### config.mk
export PLATFORM = sky130hd
export DESIGN_NAME = cpu_param_multicycle_flat
export DESIGN_NICKNAME = d
export VERILOG_FILES = /design/src/rtl/cpu_param_multicycle_if.sv /design/src/rtl/cpu_param_multicycle.sv /design/src/flat_wrapper.sv
export SDC_FILE = /design/constraint.sdc
export NUM_CORES = 1
export LEC_CHECK = 0
export ABC_AREA = 1
export BUFFER_PORTS_ARGS = -buffer_cell sky130_fd_sc_hd__buf_2
export CAP_MARGIN = 5
export CORE_AREA = 5 5 164 166
export CTS_BUF_LIST = sky130_fd_sc_hd__clkbuf_2 sky130_fd_sc_hd__clkbuf_4 sky130_fd_sc_hd__clkbuf_8
export DETAILED_ROUTE_END_ITERATION = 16
export DIE_AREA = 0 0 169 171
export SYNTH_ARGS = -nofsm -noshare
export SYNTH_HDL_FRONTEND = slang
export SYNTH_SLANG_ARGS = --single-unit
### constraint.sdc
create_clock -name clk -period 3.7 [get_ports clk]
set_input_delay 0.185 -clock clk [delete_from_list [all_inputs] [get_ports clk]]
set_output_delay 0.185 -clock clk [all_outputs]
set_load 0.01 [all_outputs]
### src/rtl/cpu_param_multicycle_if.sv
// ----------------------------------------------------------------------------
// cpu_param_multicycle_if
// Bus bundle for the parametrised multicycle CPU core.
//   Program loader : RAM_Write_Enable, RAM_Write_Address, RAM_Write_Data
//   Run control    : PC_Enable
//   Input port     : InD, InE
//   Observation    : OutD, PC, PI, Halted, REG_flat (R3..R0), RAM_flat (word 0 in LSBs)
// The master modport drives the loader/run/input signals; the slave (the
// core) drives the observation outputs.
// ----------------------------------------------------------------------------
interface cpu_param_multicycle_if #(
  parameter int DATA_W = 8,
  parameter int ADDR_W = 3
);
  localparam int INSTR_W = 8 + ADDR_W;
  localparam int DEPTH   = 2 ** ADDR_W;

  logic                     PC_Enable;
  logic                     RAM_Write_Enable;
  logic [ADDR_W-1:0]        RAM_Write_Address;
  logic [INSTR_W-1:0]       RAM_Write_Data;
  logic [DATA_W-1:0]        InD;
  logic                     InE;
  logic [DATA_W-1:0]        OutD;
  logic [ADDR_W-1:0]        PC;
  logic [INSTR_W-1:0]       PI;
  logic                     Halted;
  logic [4*DATA_W-1:0]      REG_flat;
  logic [DEPTH*INSTR_W-1:0] RAM_flat;

  modport master (
    output PC_Enable, RAM_Write_Enable, RAM_Write_Address, RAM_Write_Data, InD, InE,
    input  OutD, PC, PI, Halted, REG_flat, RAM_flat
  );

  modport slave (
    input  PC_Enable, RAM_Write_Enable, RAM_Write_Address, RAM_Write_Data, InD, InE,
    output OutD, PC, PI, Halted, REG_flat, RAM_flat
  );
endinterface

### src/rtl/cpu_param_multicycle.sv
// ----------------------------------------------------------------------------
// cpu_param_multicycle
// Multicycle 4-register CPU with a unified instruction/data RAM that can be
// loaded externally. FETCH latches RAM[PC] into PI, EXEC performs the
// instruction and updates PC, MEM completes LD/ST, HALT is terminal.
// Ports:
//   clk    : rising-edge clock
//   reset  : synchronous, active-high; RAM contents are kept
//   bus    : cpu_param_multicycle_if.slave (loader, run enable, I/O, observation)
// Instruction word: op[INSTR_W-1 -: 4] rd[2] rs[2] imm[ADDR_W]
// Build option: define CPU_IN_WAIT_EN to make IN stall in WAIT_IN until InE=1;
// without it IN samples InD in EXEC unconditionally.
// ----------------------------------------------------------------------------
module cpu_param_multicycle #(
  parameter int DATA_W = 8,
  parameter int ADDR_W = 3
) (
  input  logic                 clk,
  input  logic                 reset,
  cpu_param_multicycle_if.slave bus
);
  localparam int INSTR_W = 8 + ADDR_W;
  localparam int DEPTH   = 2 ** ADDR_W;

  localparam logic [2:0] S_FETCH   = 3'd0;
  localparam logic [2:0] S_EXEC    = 3'd1;
  localparam logic [2:0] S_MEM     = 3'd2;
  localparam logic [2:0] S_HALT    = 3'd3;
`ifdef CPU_IN_WAIT_EN
  localparam logic [2:0] S_WAIT_IN = 3'd4;
`endif

  localparam logic [3:0] OP_LDI = 4'h1, OP_LD  = 4'h2, OP_JG  = 4'h3, OP_JE   = 4'h4;
  localparam logic [3:0] OP_JMP = 4'h5, OP_ROL = 4'h6, OP_ST  = 4'h7, OP_CMP  = 4'h8;
  localparam logic [3:0] OP_SUB = 4'h9, OP_MOV = 4'hA, OP_ADD = 4'hB, OP_AND  = 4'hC;
  localparam logic [3:0] OP_OUT = 4'hD, OP_IN  = 4'hE, OP_HALT = 4'hF;

  logic [2:0]         r_state;
  logic [ADDR_W-1:0]  r_pc;
  logic [INSTR_W-1:0] r_pi;
  logic [DATA_W-1:0]  r_regs [4];
  logic               r_g, r_e, r_halted;
  logic [DATA_W-1:0]  r_outd;
  logic [INSTR_W-1:0] r_ram [DEPTH];

  // Decode of the latched instruction
  logic [3:0]        w_op;
  logic [1:0]        w_rd, w_rs;
  logic [ADDR_W-1:0] w_imm;
  assign w_op  = r_pi[INSTR_W-1 -: 4];
  assign w_rd  = r_pi[INSTR_W-5 -: 2];
  assign w_rs  = r_pi[INSTR_W-7 -: 2];
  assign w_imm = r_pi[ADDR_W-1:0];

  logic [DATA_W-1:0]  w_rd_val, w_rs_val, w_imm_data, w_ld_data, w_rol;
  logic [ADDR_W-1:0]  w_mem_addr, w_pc_inc;
  logic [INSTR_W-1:0] w_st_data;
  logic [31:0]        w_rot_amt;

  assign w_rd_val = r_regs[w_rd];
  assign w_rs_val = r_regs[w_rs];
  assign w_pc_inc = r_pc + 1'b1;   // wraps DEPTH-1 -> 0

  // Width adaptation between data, address and instruction words
  generate
    if (DATA_W >= ADDR_W) begin : g_addr_trunc
      assign w_mem_addr = w_rs_val[ADDR_W-1:0];
    end else begin : g_addr_zext
      assign w_mem_addr = ADDR_W'(w_rs_val);
    end
    if (DATA_W > ADDR_W) begin : g_imm_zext
      assign w_imm_data = DATA_W'(w_imm);
    end else begin : g_imm_trunc
      assign w_imm_data = w_imm[DATA_W-1:0];
    end
    if (INSTR_W >= DATA_W) begin : g_ld_trunc
      assign w_ld_data = r_ram[w_mem_addr][DATA_W-1:0];
    end else begin : g_ld_zext
      assign w_ld_data = DATA_W'(r_ram[w_mem_addr]);
    end
    if (DATA_W >= INSTR_W) begin : g_st_trunc
      assign w_st_data = w_rd_val[INSTR_W-1:0];
    end else begin : g_st_zext
      assign w_st_data = INSTR_W'(w_rd_val);
    end
  endgenerate

  // Rotate via a doubled word: the upper half of {v,v}<<n is v rotated left by n
  assign w_rot_amt = 32'(w_imm) % 32'(DATA_W);
  assign w_rol     = DATA_W'(({w_rd_val, w_rd_val} << w_rot_amt) >> DATA_W);

  logic [2:0]         w_state_next;
  logic [ADDR_W-1:0]  w_pc_next;
  logic [INSTR_W-1:0] w_pi_next;
  logic               w_g_next, w_e_next, w_halted_next;
  logic [DATA_W-1:0]  w_outd_next, w_reg_wd;
  logic               w_reg_we, w_ram_we;
  logic [ADDR_W-1:0]  w_ram_wa;
  logic [INSTR_W-1:0] w_ram_wd;

  always_comb begin
    w_state_next  = r_state;
    w_pc_next     = r_pc;
    w_pi_next     = r_pi;
    w_g_next      = r_g;
    w_e_next      = r_e;
    w_outd_next   = r_outd;
    w_halted_next = r_halted;
    w_reg_we      = 1'b0;
    w_reg_wd      = w_rd_val;
    w_ram_we      = 1'b0;
    w_ram_wa      = w_mem_addr;
    w_ram_wd      = w_st_data;
    // The loader owns the single RAM write port; the FSM simply waits a cycle.
    if (bus.RAM_Write_Enable) begin
      w_ram_we = 1'b1;
      w_ram_wa = bus.RAM_Write_Address;
      w_ram_wd = bus.RAM_Write_Data;
    end else if (bus.PC_Enable && !reset) begin
      case (r_state)
        S_FETCH: begin
          w_pi_next    = r_ram[r_pc];
          w_state_next = S_EXEC;
        end
        S_EXEC: begin
          w_pc_next    = w_pc_inc;
          w_state_next = S_FETCH;
          case (w_op)
            OP_LDI: begin w_reg_we = 1'b1; w_reg_wd = w_imm_data; end
            OP_LD, OP_ST: w_state_next = S_MEM;
            OP_JG:  if (r_g) w_pc_next = w_imm;
            OP_JE:  if (r_e) w_pc_next = w_imm;
            OP_JMP: w_pc_next = w_imm;
            OP_ROL: begin w_reg_we = 1'b1; w_reg_wd = w_rol; end
            OP_CMP: begin
              w_g_next = (w_rd_val > w_rs_val);
              w_e_next = (w_rd_val == w_rs_val);
            end
            OP_SUB: begin w_reg_we = 1'b1; w_reg_wd = w_rd_val - w_rs_val; end
            OP_MOV: begin w_reg_we = 1'b1; w_reg_wd = w_rs_val; end
            OP_ADD: begin w_reg_we = 1'b1; w_reg_wd = w_rd_val + w_rs_val; end
            OP_AND: begin w_reg_we = 1'b1; w_reg_wd = w_rd_val & w_rs_val; end
            OP_OUT: w_outd_next = w_rs_val;
            OP_IN: begin
`ifdef CPU_IN_WAIT_EN
              if (bus.InE) begin
                w_reg_we = 1'b1;
                w_reg_wd = bus.InD;
              end else begin
                w_pc_next    = r_pc;   // PC advances only once the input arrives
                w_state_next = S_WAIT_IN;
              end
`else
              w_reg_we = 1'b1;
              w_reg_wd = bus.InD;
`endif
            end
            OP_HALT: begin
              w_halted_next = 1'b1;
              w_state_next  = S_HALT;
            end
            default: ;  // NOP
          endcase
        end
        S_MEM: begin
          w_state_next = S_FETCH;
          if (w_op == OP_LD) begin
            w_reg_we = 1'b1;
            w_reg_wd = w_ld_data;
          end else begin
            w_ram_we = 1'b1;
          end
        end
`ifdef CPU_IN_WAIT_EN
        S_WAIT_IN: begin
          if (bus.InE) begin
            w_reg_we     = 1'b1;
            w_reg_wd     = bus.InD;
            w_pc_next    = w_pc_inc;
            w_state_next = S_FETCH;
          end
        end
`endif
        default: ;  // S_HALT: terminal until reset
      endcase
    end
  end

  always_ff @(posedge clk) begin
    if (reset) begin
      r_state  <= S_FETCH;
      r_pc     <= '0;
      r_pi     <= '0;
      r_g      <= 1'b0;
      r_e      <= 1'b0;
      r_outd   <= '0;
      r_halted <= 1'b0;
      for (int i = 0; i < 4; i++) r_regs[i] <= '0;
    end else begin
      r_state  <= w_state_next;
      r_pc     <= w_pc_next;
      r_pi     <= w_pi_next;
      r_g      <= w_g_next;
      r_e      <= w_e_next;
      r_outd   <= w_outd_next;
      r_halted <= w_halted_next;
      if (w_reg_we) r_regs[w_rd] <= w_reg_wd;
    end
  end

  // RAM is deliberately outside reset so loaded programs survive it
  always_ff @(posedge clk) begin
    if (w_ram_we) r_ram[w_ram_wa] <= w_ram_wd;
  end

  assign bus.OutD   = r_outd;
  assign bus.PC     = r_pc;
  assign bus.PI     = r_pi;
  assign bus.Halted = r_halted;

  generate
    for (genvar gi = 0; gi < 4; gi++) begin : g_reg_flat
      assign bus.REG_flat[gi*DATA_W +: DATA_W] = r_regs[gi];
    end
    for (genvar gi = 0; gi < DEPTH; gi++) begin : g_ram_flat
      assign bus.RAM_flat[gi*INSTR_W +: INSTR_W] = r_ram[gi];
    end
  endgenerate
endmodule

### src/flat_wrapper.sv
// flat-port wrapper written by rule: the top's interface ports become plain ports
module cpu_param_multicycle_flat 
#(
  parameter int DATA_W = 8,
  parameter int ADDR_W = 3
)
  (clk, reset, bus_PC_Enable, bus_RAM_Write_Enable, bus_RAM_Write_Address, bus_RAM_Write_Data, bus_InD, bus_InE, bus_OutD, bus_PC, bus_PI, bus_Halted, bus_REG_flat, bus_RAM_flat);
  cpu_param_multicycle_if #(.DATA_W(DATA_W), .ADDR_W(ADDR_W)) bus_i ();
  input  logic clk;
  input  logic reset;
  input wire logic [$bits(bus_i.PC_Enable)-1:0] bus_PC_Enable;
  input wire logic [$bits(bus_i.RAM_Write_Enable)-1:0] bus_RAM_Write_Enable;
  input wire logic [$bits(bus_i.RAM_Write_Address)-1:0] bus_RAM_Write_Address;
  input wire logic [$bits(bus_i.RAM_Write_Data)-1:0] bus_RAM_Write_Data;
  input wire logic [$bits(bus_i.InD)-1:0] bus_InD;
  input wire logic [$bits(bus_i.InE)-1:0] bus_InE;
  output wire logic [$bits(bus_i.OutD)-1:0] bus_OutD;
  output wire logic [$bits(bus_i.PC)-1:0] bus_PC;
  output wire logic [$bits(bus_i.PI)-1:0] bus_PI;
  output wire logic [$bits(bus_i.Halted)-1:0] bus_Halted;
  output wire logic [$bits(bus_i.REG_flat)-1:0] bus_REG_flat;
  output wire logic [$bits(bus_i.RAM_flat)-1:0] bus_RAM_flat;
  assign bus_i.PC_Enable = bus_PC_Enable;
  assign bus_i.RAM_Write_Enable = bus_RAM_Write_Enable;
  assign bus_i.RAM_Write_Address = bus_RAM_Write_Address;
  assign bus_i.RAM_Write_Data = bus_RAM_Write_Data;
  assign bus_i.InD = bus_InD;
  assign bus_i.InE = bus_InE;
  assign bus_OutD = bus_i.OutD;
  assign bus_PC = bus_i.PC;
  assign bus_PI = bus_i.PI;
  assign bus_Halted = bus_i.Halted;
  assign bus_REG_flat = bus_i.REG_flat;
  assign bus_RAM_flat = bus_i.RAM_flat;
  cpu_param_multicycle #(.DATA_W(DATA_W), .ADDR_W(ADDR_W)) u_core (.clk(clk), .reset(reset), .bus(bus_i));
endmodule
; Word-level counts from Yosys, hierarchy flattened
; Memory sizes are Yosys's and may differ from the RTL's. A register that Yosys moved wholly into a read port is not among the register bits.
; Cells that the tools add are included.
; Widths: inputs -> output; s select.
[totals]
regBits = 17
latch_bits = 0
mem_bits_rw = 120
mem_bits_ro = 0
in_bits = 27
out_inout_bits = 143
elab_cells = 77
memories = 2
[op_classes]
addsub = 3
mul = 0
div_mod_pow = 0
order_cmp = 1
n_eq_ne = 18
shift = 1
n_mux = 31
bitwise_logic = 2
n_reduce_logical = 13
[memory_table]
columns = name, words, word_bits, read_ports, rd_clocked_by_memory_dff, write_ports, line_no
row1 = u_core.r_ram, 8, 11, 10, 1, 1, cpu_param_multicycle.sv:44  ; logic [INSTR_W-1:0] r_ram [DEPTH];
row2 = u_core.r_regs, 4, 8, 6, 0, 4, cpu_param_multicycle.sv:41  ; logic [DATA_W-1:0] r_regs [4];
[ops]
columns = op, n
row1 = $pmux 8 s7, 1
row2 = $eq 4x4->1 const B, 8
row3 = $mux 8, 4
row4 = $pmux 3 s3, 2
row5 = $eq 4x3->1 const B, 4
row6 = $mux 1, 16
row7 = $pmux 8 s2, 1
row8 = $shl 16x3->16, 1
row9 = $reduce_and 4->1, 3
row10 = $mux 11, 1
row11 = $mux 3, 3
row12 = $reduce_and 3->1, 3
row13 = $add 8x8->8, 1
row14 = $and 8x8->8, 1
row15 = $eq 4x2->1 const B, 2
row16 = $eq 8x8->1, 1
row17 = $gt 8x8->1, 1
row18 = $reduce_or 8->1, 1
row19 = $sub 8x8->8, 1
row20 = $reduce_or 7->1, 1
row21 = $eq 4x1->1 const B, 1
row22 = $pmux 2 s2, 1
row23 = $add 3x1->3 const B, 1
row24 = $eq 3x1->1 const B, 1
row25 = 9 further kinds, 9

; Longest topological paths before layout
; Gate-level depths: netlist of the first run.
[depth]
word_depth = 11
mapped_depth = 21
mapped_depth_nobuf = 19

; Worst setup path before layout of the first run
; No wires, ideal clock.
[synth_timing]
path_type = register to register
start = register u_core.r_pi[4] (netlist: u_core.bus.PI[4]) (read register of u_core.r_ram)
end = memory u_core.r_regs[0][6] (data pin)
setup_ns = 0.260
arrival_time_ns = 2.586
required_time_ns = 3.440
path_slack_ns = 0.853
stages_incl_launch_ff = 20
n_path_buf = 2
period_less_slack_ns = 2.847
cell_sequence = dfxtp_1 -> buf_2 -> inv_4 -> nand3_1 -> nand2_2 -> inv_1 -> buf_2 -> ha_1 -> inv_1 -> fa_1 -> inv_1 -> o21ai_0 -> a21boi_0 -> nand2_1 -> nand2_1 -> o21bai_1 -> nor2_1 -> nand2_1 -> nand2_1 -> a21oi_1
[synth_lines]
columns = item, line_no
row1 = start: declaration, cpu_param_multicycle.sv:40  ; logic [INSTR_W-1:0] r_pi;
row2 = end: declaration, cpu_param_multicycle.sv:41

==> flow_results.org, run 1 <==
** Status
- The run finished with clean final reports.

** Synthesis
- Commonest cells in the synthesized netlist :: nand2_1 (258), nand3_1 (134), edfxtp_1 (120)
- Seq/Total Area, Yosys :: between 40% and 50%
- Synthesis instantiated 46 different standard cells from the library.
- Biggest area contributors in the synthesized netlist :: edfxtp_1 (42%), nand2_1 (11%), nand3_1 (7.8%), dfxtp_1 (6.2%), o21ai_0 (5.9%)
- Summed over its instances, the top area cell type makes up 41.66% of the synthesized netlist area.
- The largest total area in the synthesized netlist belongs to edfxtp_1.
- Post-synthesis cell count :: 1,068
- Synthesis inferred 147 register bits.
- Counting flops with an async set or reset pin after synthesis yields a share of 0%.
- Among all flip-flop cells after synthesis, the most frequent one is edfxtp_1.
- Number of flops mapped to enable cells by yosys :: 120
- Most common cell in the synthesized netlist :: nand2_1
- Count of synthesis-stage warnings from yosys :: 0
- Net count after synthesis :: 1,118
- In this run the cell area of the synthesized design comes to 0.008650 sq mm.
- Syn avg cell area :: 8.099 sq um

** Global routing
- Global routing consumed, over all layers together, around a fifth of the routing resources.
- Remaining Overflow, GRT :: 0
- Antenna violations before repair :: 1
- First-pass GRT wire length :: 47,330 um
- The via count of the first global-routing pass is 8,131.
- Entering global routing, the biggest net connects 55 pins.

** Clock tree
- Clock buffer count from CTS :: 17
- Hold buffer count at cts :: 0
- Register clock-pin slew on the reported worst setup and hold paths :: 0.09 ns
- CTS root buffer :: clkbuf_8
- TritonCTS clock tree :: built
- Post-cts resize count :: 0
- Count of clock tree sinks :: 147
- Number of levels the H-tree was split into :: 4
- The clock passes through at most 2 buffers.
- The later pin in the worst-skew pair is clocked with a latency of 0.47 ns.
- Post-CTS Repair Setup Buffers :: 0

** STA
- Final sum of negative setup slack :: 0 ns
- Headroom to the max-slew limit came out at between 20% and 30%.
- Final hold viol count :: 0
- Final setup skew :: between 0.015 and 0.02 ns
- Setup violations remaining at the end of the flow were counted as 0.
- Tcrit/Tclk final :: 90.17%
- Timing would allow up to about 300 MHz.
- Slew Limit Fails :: 0
- Transition time of the tightest slew-check pin :: 1.165 ns
- Time the worst path needs with I/O delays and setup :: around 3.3 ns
- Unrepaired setup endpoints after global routing :: no

** Hold path
- Class of the most critical hold timing path :: in2reg
- Worst hold endpoint :: u_core.bus.Halted
- Cell depth of the worst min-delay path :: 2
- Origin of the worst min-delay path :: reset

** Place
- During placement, the flow inserted port buffers numbering 168.
- The congestion estimate from routability-driven global placement came to 0.9071.
- Summed over all nets, the half-perimeter wirelength after detailed placement is about 23,000 um.

** Die
- 170 I/O pins were placed.
- Std-Cell Rows :: 59
- Die ar. :: 0.02890 sq mm
- Horizontal die dimension :: 169 um
- Core footprint :: 0.02547 sq mm
- Effective utilization at floorplan :: approximately a third
- Die outline height :: about 170 um

** Power and ir drop
- The worst-case IR drop observed on VDD is 0.2190 mV.
- Reported leakage power :: 0.004489 uW
- Cell Pwr Density :: 374.9 mW/mm^2

** Detailed routing
- Dividing the detail-routed wire length by the instance count gives 19.93 um.
- Total via count after detailed routing :: 8,531
- The pre-antenna-repair detailed-routing pass consisted of 5 iterations.
- DRC violation count after routing :: 0
- Summed over all layers, the routed wires come to 31,490 um.
- The count of nets left with antenna violations once routing finished came out at 0.
- The first routing iteration left 812 violations.
- After detailed routing, the number of vias per cell comes to 5.399.

** Final layout
- Area used by multi-input combinational logic :: 0.003885 sq mm
- Final core utilization :: 40.20%
- 0 antenna diodes ended up in the layout.
- Of the cells placed in the final design, the portion with a size suffix greater than 1 is between 20% and 30%.
- Area growth from synthesis to layout :: 18.37%
- Summing all flip-flop and latch instances after layout gives just over 0.004 sq mm.
- # nets final :: ~1,300
- Filler Cells Inserted :: between 2,000 and 3,000

** Critical path
- Crit start category :: flip-flop
- The worst register-to-register path has a setup slack of 0.36 ns.
- Worst setup path class :: reg2reg
- Worst reg2reg path startpoint :: u_core.bus.PI[5]
- In this run the worst path has a maximum fanout of 11.
- The worst setup path is captured at a flip-flop.
- Critical path required time :: between 3 and 4 ns
- Data on the critical path arrives at its endpoint at 3.55 ns.
- The worst register-to-register path ends at u_core.r_regs[3][5].
- FF-to-FF path depth :: 19

** Flow run
- Max-capacitance violation count :: 0
-- worst max-delay path, stage by stage (launching register included) --
cell      delay (ns)
dfxtp_1         0.34
clkinv_1        0.19
buf_4           0.26
nand2_1         0.07
nand3_1         0.11
nand2_1         0.17
inv_1           0.12
ha_1            0.42
nor2_1          0.24
nand4_1         0.19
nand3_1         0.13
nand2_1         0.05
nand3_1         0.08
nand2_1         0.09
nor2_1          0.15
nand2_1         0.08
nand2_1         0.08
nand2_1         0.05
nand2_1         0.16
a21oi_1         0.09
-- final cells by class --
cell class,instances,area share (%)
Clock buffer,19,2.432
Timing Repair Buffer,193,10.05
Inverter,102,3.764
Tap cell,335,4.094
Clock inverter,13,1.234
Multi-Input combinational cell,771,37.94
Sequential cell,147,40.49
-- report_power, final --
group	leakage, uW	switching, uW	internal, uW
Clock	0.000186	689	556
Combinational	0.00295	489	206
Sequential	0.00136	47.0	1850
-- through the flow --
| step | area, sq um | worst slack [ns] | instances | hold slack [ns] | total power [uW] |
|---|---|---|---|---|---|
| after floorplan | 8650 | 0.8531 | 1068 | 0.3764 | 2371 |
| after global placement | 9863 | 0.4588 | 1548 | 0.4534 | 2616 |
| after detailed placement | 9863 | 0.4617 | 1548 | 0.4653 | 2621 |
| after CTS | 10240 | 0.4539 | 1580 | 0.01579 | 3852 |
| after global routing | 10240 | 0.003258 | 1580 | 0.06396 | 3996 |
| final | 10240 | 0.3635 | 1580 | 0.05008 | 3839 |
-- how the worst max path moves through the flow --
stage | startpoint | end | cells after the start
2_1_floorplan | u_core.bus.PI[4] | u_core.r_regs[0][6] | 19
3_3_place_gp | u_core.bus.PI[5] | u_core.r_regs[3][5] | 19
3_5_place_dp | u_core.bus.PI[3] | u_core.r_regs[3][4] | 17
4_1_cts | u_core.bus.PI[3] | u_core.r_regs[3][4] | 17
5_1_grt | u_core.bus.PI[5] | u_core.r_regs[0][6] | 17
6_report | u_core.bus.PI[5] | u_core.r_regs[3][5] | 19
-- registers in the layout, indices dropped and copies added, names as in the netlist --
name	flops
u_core.bus.Halted	1
u_core.bus.OutD	8
u_core.bus.PC	3
u_core.bus.PI	11
u_core.r_e	1
u_core.r_g	1
u_core.r_ram	88
u_core.r_regs	32
u_core.r_state	2
-- layout by cell type (no fill, tap or decap), types with 5 or more instances in the layout --
master / instances
nand2_1: 258
buf_2: 168
nand3_1: 134
edfxtp_1: 120
o21ai_0: 102
inv_1: 93
a21oi_1: 79
nor2_1: 79
dfxtp_1: 26
buf_4: 25
o211ai_1: 22
ha_1: 21
clkbuf_8: 17
o22ai_1: 10
nor3_1: 9
a21oi_2: 8
inv_2: 5
nand2_2: 5
nand4_1: 5
o221ai_1: 5
-- kinds of logic after synthesis --
| logic type | count (synthesis) | synth area share, % |
|---|---|---|
| xor gates and xnor gates | 3 | 0.3038 |
| buffers and inverters | 150 | 7.175 |
| and+or+nand+nor | 505 | 25.43 |
| DFF | 147 | 47.91 |
| adders and majority gates | 23 | 3.501 |
| AOI/OAI and AO/OA | 240 | 15.68 |
-- layer usage --
layer / up-vias / share of wire (%) / global-route usage [%] / routed length (um)
li1: 3990 / - / - / -
met1: 4046 / 42 / 29.21 / 13370
met2: 438 / 45 / 33.08 / 14170
met3: 57 / 10 / 5.545 / 3189
met4: 0 / 2.4 / 7.315 / 758
met5: - / 0 / 0 / 0
Note: power is estimated with default switching activity, not from simulation.
==> inputs of run 2 (changes only) <==
--- a/config.mk
+++ b/config.mk
@@ -5,13 +5,13 @@
 export SDC_FILE = /design/constraint.sdc
 export NUM_CORES = 1
 export LEC_CHECK = 0
-export ABC_AREA = 1
 export BUFFER_PORTS_ARGS = -buffer_cell sky130_fd_sc_hd__buf_2
 export CAP_MARGIN = 5
-export CORE_AREA = 5 5 164 166
+export CORE_AREA = 5 5 162 164
 export CTS_BUF_LIST = sky130_fd_sc_hd__clkbuf_2 sky130_fd_sc_hd__clkbuf_4 sky130_fd_sc_hd__clkbuf_8
 export DETAILED_ROUTE_END_ITERATION = 16
-export DIE_AREA = 0 0 169 171
+export DIE_AREA = 0 0 167 169
+export GPL_ROUTABILITY_DRIVEN = 0
 export SYNTH_ARGS = -nofsm -noshare
 export SYNTH_HDL_FRONTEND = slang
 export SYNTH_SLANG_ARGS = --single-unit
==> run 2 against run 1 <==
Net effect: synthesized cell count fell by 36%; die area fell by 2.3%; critical path depth fell by 9.
==> flow_results.org, run 2 <==
** Clock tree
- Clock latency on the worst-skew pair, taken at its later pin, is roughly 0.47 ns.
- Counting the buffers created by CTS gives 17.
- Clock-pin slew was measured on the worst setup and hold paths at 0.10 ns.
- The H-tree was split into 4 levels.
- Count of clock tree sinks :: 147
- TritonCTS clock tree :: built
- Clock buffer depth :: 2
- The cell sitting at the root of the clock tree is a clkbuf_8.

** STA
- The number of hold-slack violations in the final timing report came to 0.
- For this run, the top clock speed supported by timing is 280.2 MHz.
- Tcrit/Tclk final :: a little over nine tenths
- Slew Limit Fails :: 0
- Time the worst path needs with I/O delays and setup :: 3.569 ns
- Setup total negative slack on the finished layout was measured at 0 ns.
- The clock arrives with 0.01565 ns of skew.
- Across all hold checks on the routed design, the worst slack comes to 0.1316 ns.
- Setup violations remaining at the end of the flow were counted as 0.
- Setup repair after global routing left no endpoint under its margin.
- Relative slew slack :: 27.00%
- Transition time of the tightest slew-check pin :: ~1.1 ns

** Final layout
- Max FFs per register :: around 90
- Area growth from synthesis to layout :: 20.16%
- Fraction of final layout cells with drive strength greater than 1 :: 35.52%
- The register with the most flip-flops in the final layout is u_core.r_ram.
- The library cell used most frequently in the layout, excluding fill and tap cells, is buf_2.
- Leading cell types in the layout, fill and taps excluded :: buf_2 (168), edfxtp_1 (120), nor2_1 (74), mux4_2 (48), mux2i_1 (42)
- For this run, the post-layout net count is 904.

** Critical path
- The critical path goes through buf_4, mux4_1, fa_1, nor2b_1, or3_1, a21oi_1, mux2i_1, a41oi_1, nor4_4, nor2_1.
- The worst setup path is captured at a flip-flop.
- Start point of the critical path :: u_core.bus.PI[5]
- Delay of the slowest cell on the worst path :: between 0.7 and 0.8 ns
- Worst setup path class :: reg2reg
- At the worst endpoint, the required time is about 4 ns.
- End of the worst register-to-register path :: u_core.r_regs[1][6]
- Worst path buffer plus inverter count :: 1
- Largest delay contributor family on the critical path :: multiplexers
- In this run the register-to-register setup slack is ~0.13 ns.
- FF-to-FF path depth :: 10
- Worst reg2reg path startpoint :: u_core.bus.PI[5]
- Along the worst path, the maximum fanout reaches 13.
- Worst path depth :: 10
- In this run the worst setup path terminates at u_core.r_regs[1][6].
- STA classifies the critical path startpoint as a flip-flop.
- The slowest stage of the critical path belongs to the cell mux4_1.
- Data on the critical path arrives at its endpoint at 3.78 ns.

** Synthesis
- Counting every net in the synthesized netlist gives 731.
- The mapped netlist covers 0.008472 sq mm.
- After Yosys synthesis, full adders, half adders and majority gates account for 3.574% of the synthesized area.
- In the synthesized netlist the async set-or-reset flop fraction comes to 0%.
- Of all cell types, the one taking the most synthesized area is edfxtp_1.
- The synthesized netlist devotes 11.70% of its cell area to simple gates.
- Flop and latch count out of synthesis :: 147
- Commonest cells in the synthesized netlist :: edfxtp_1 (120), nor2_1 (74), mux4_2 (48)
- Most used DFF post-synth :: edfxtp_1
- Most common cell in the synthesized netlist :: edfxtp_1
- After synthesis, the largest family of logic cells by area is multiplexers.
- The synthesized netlist devotes 10.69% of its cell area to compound gates.
- In this run the biggest area consumer among cell types represents 42.53% of the synthesized area.
- The average instance in the mapped netlist occupies ~12 sq um.
- Count of synthesis-stage warnings from yosys :: 0
- Sequential elements use between 40 and 50% of the synthesized area.
- Xor/xnor share of the synthesized area :: 0.2068%
- Post-synthesis cell count :: 681
- Number of different library cells in the post-synthesis netlist :: 74
- By area the synthesized netlist is led by edfxtp_1 (43%), mux4_2 (13%), dfxtp_1 (6.4%), mux2i_1 (5.0%), nor2_1 (3.3%).
- Number of flops mapped to enable cells by yosys :: 120
- Multiplexer share of the synthesized area :: between 20 and 25%

** Detailed routing
- Vias per cell :: 5.536
- Before antenna repair, the detailed router went through 5 iterations.
- Dividing the detail-routed wire length by the instance count gives 23.56 um.
- Final wirelength :: around 28,000 um
- Across all layers, the routed design uses 6,632 vias.
- The count of nets left with antenna violations once routing finished came out at 0.
- In the routed design, unresolved DRC markers number 0.
- In this run, the number of DRC markers left after iteration 0 of detailed routing was approximately 640.

** Power and ir drop
- Switching Power :: 1181 uW
- Portion of total power attributed to combinational logic :: 15.6%
- Cell Pwr Density :: 371.0 mW/mm^2
- Reported leakage power :: approximately 0.0038 uW
- Maximum ir drop on the vdd rail :: approximately 0.32 mV
- Clock share of power :: around a third
- Switch share :: between 30% and 40%
- Internal power :: 2595 uW
- Fraction of power consumed by sequential logic :: 50.0%

** Global routing
- The initial antenna violation count was 3.
- The first global-routing pass estimated 42,000 um of wire.
- Largest net degree at the start of global routing :: 33
- In the global route stage, overall resource usage came out at 19.67%.
- The via count of the first global-routing pass came to between 6,000 and 7,000.
- Global routing finished with a remaining overflow of 0.

** Die
- The die covers 0.02822 sq mm.
- Effective utilization at floorplan :: ~34%
- For this design the top-level I/O count stands at 170.
- The core region is approximately 0.025 sq mm.
- Horizontal die dimension :: 167 um
- Die outline height :: 169 um
- Row generation in the floorplan step produced 58 rows.

** Hold path
- The min-delay analysis places its worst path in the category in2reg.

** Status
- The flow ran to the end, and the final reports show no timing, DRC or antenna violations.

** Place
- Number of port buffers :: 168
- Half-perimeter wire length after placement :: 20,790 um

** Flow run
- Max-capacitance violation count :: 0
[run 2: changes by cell type after synthesis, moves of 38 or more]
cell / delta
nand2_1: -222
o21ai_0: -86
a21oi_1: -38
mux4_2: +48
nand3_1: -118
mux2i_1: +42
inv_1: -70
[run 2: kinds of logic (layout without fill, tap and decap cells)]
| group | after synthesis | after routing |
|---|---|---|
| buf+inv | 69 | 255 |
| mux | 111 | 111 |
| compound gates | 130 | 130 |
| fa+ha+maj | 23 | 23 |
| flops | 147 | 147 |
| xor+xnor | 2 | 2 |
| simple gates | 199 | 199 |
| other cells | 0 | 1 |
[run 2: area by class of cell]
cell class                 instances  area (sq um)
antenna                            1         2.502
clock buffer                      17         234.0
clock inverter                    15         175.2
fill                            2384         14570
inverter                          24         90.09
multi-input combinational        465          4045
sequential                       147          4146
tap                              330         412.9
timing repair buffer             199          1074
[run 2: worst min path at each step]
stage / startpoint / end / slack (ns) / cells after the start
detailed placement: u_core.r_g / u_core.r_g / 0.46 / 2
CTS: bus_RAM_Write_Data[4] / u_core.r_ram[5][4] / 0.11 / 2
finish: bus_RAM_Write_Data[4] / u_core.r_ram[1][4] / 0.13 / 2
global placement: u_core.r_g / u_core.r_g / 0.45 / 2
global route: bus_RAM_Write_Data[4] / u_core.r_ram[1][4] / 0.11 / 2
floorplan: u_core.r_g / u_core.r_g / 0.43 / 2
[run 2: power by group through the flow]
stage	logic, uW	clock network (uW)	registers, uW
CTS	586	1330	1890
global route	632	1410	1900
detailed placement	580	0	1930
finish	589	1300	1890
floorplan	372	0	1920
global placement	579	0	1920
[run 2: per-stage QoR]
step	utilization, %	worst slack (ns)	cells	instance area (sq um)	total power, uW
global route	41.14	0.009454	1198	10180	3940
CTS	41.12	0.04962	1197	10180	3800
finish	41.14	0.1307	1198	10180	3777
detailed placement	39.47	0.1598	1165	9767	2506
floorplan	-	0.007648	681	8479	2295
global placement	39.47	0.2183	1165	9767	2503
[run 2: metal layers]
| metal | wire length [um] | vias to the layer above | track usage (%) |
|---|---|---|---|
| li1 | - | 3000 | - |
| met1 | 11670 | 3279 | 25.89 |
| met2 | 13570 | 313 | 32.25 |
| met3 | 2509 | 36 | 5.955 |
| met4 | 449 | 4 | 4.482 |
| met5 | 25 | - | 0 |
[run 2: repair_timing]
item	in CTS	in global routing
resized for setup	0	1
setup buffers	0	0
setup endpoints to repair	0	12
hold buffers	0	0
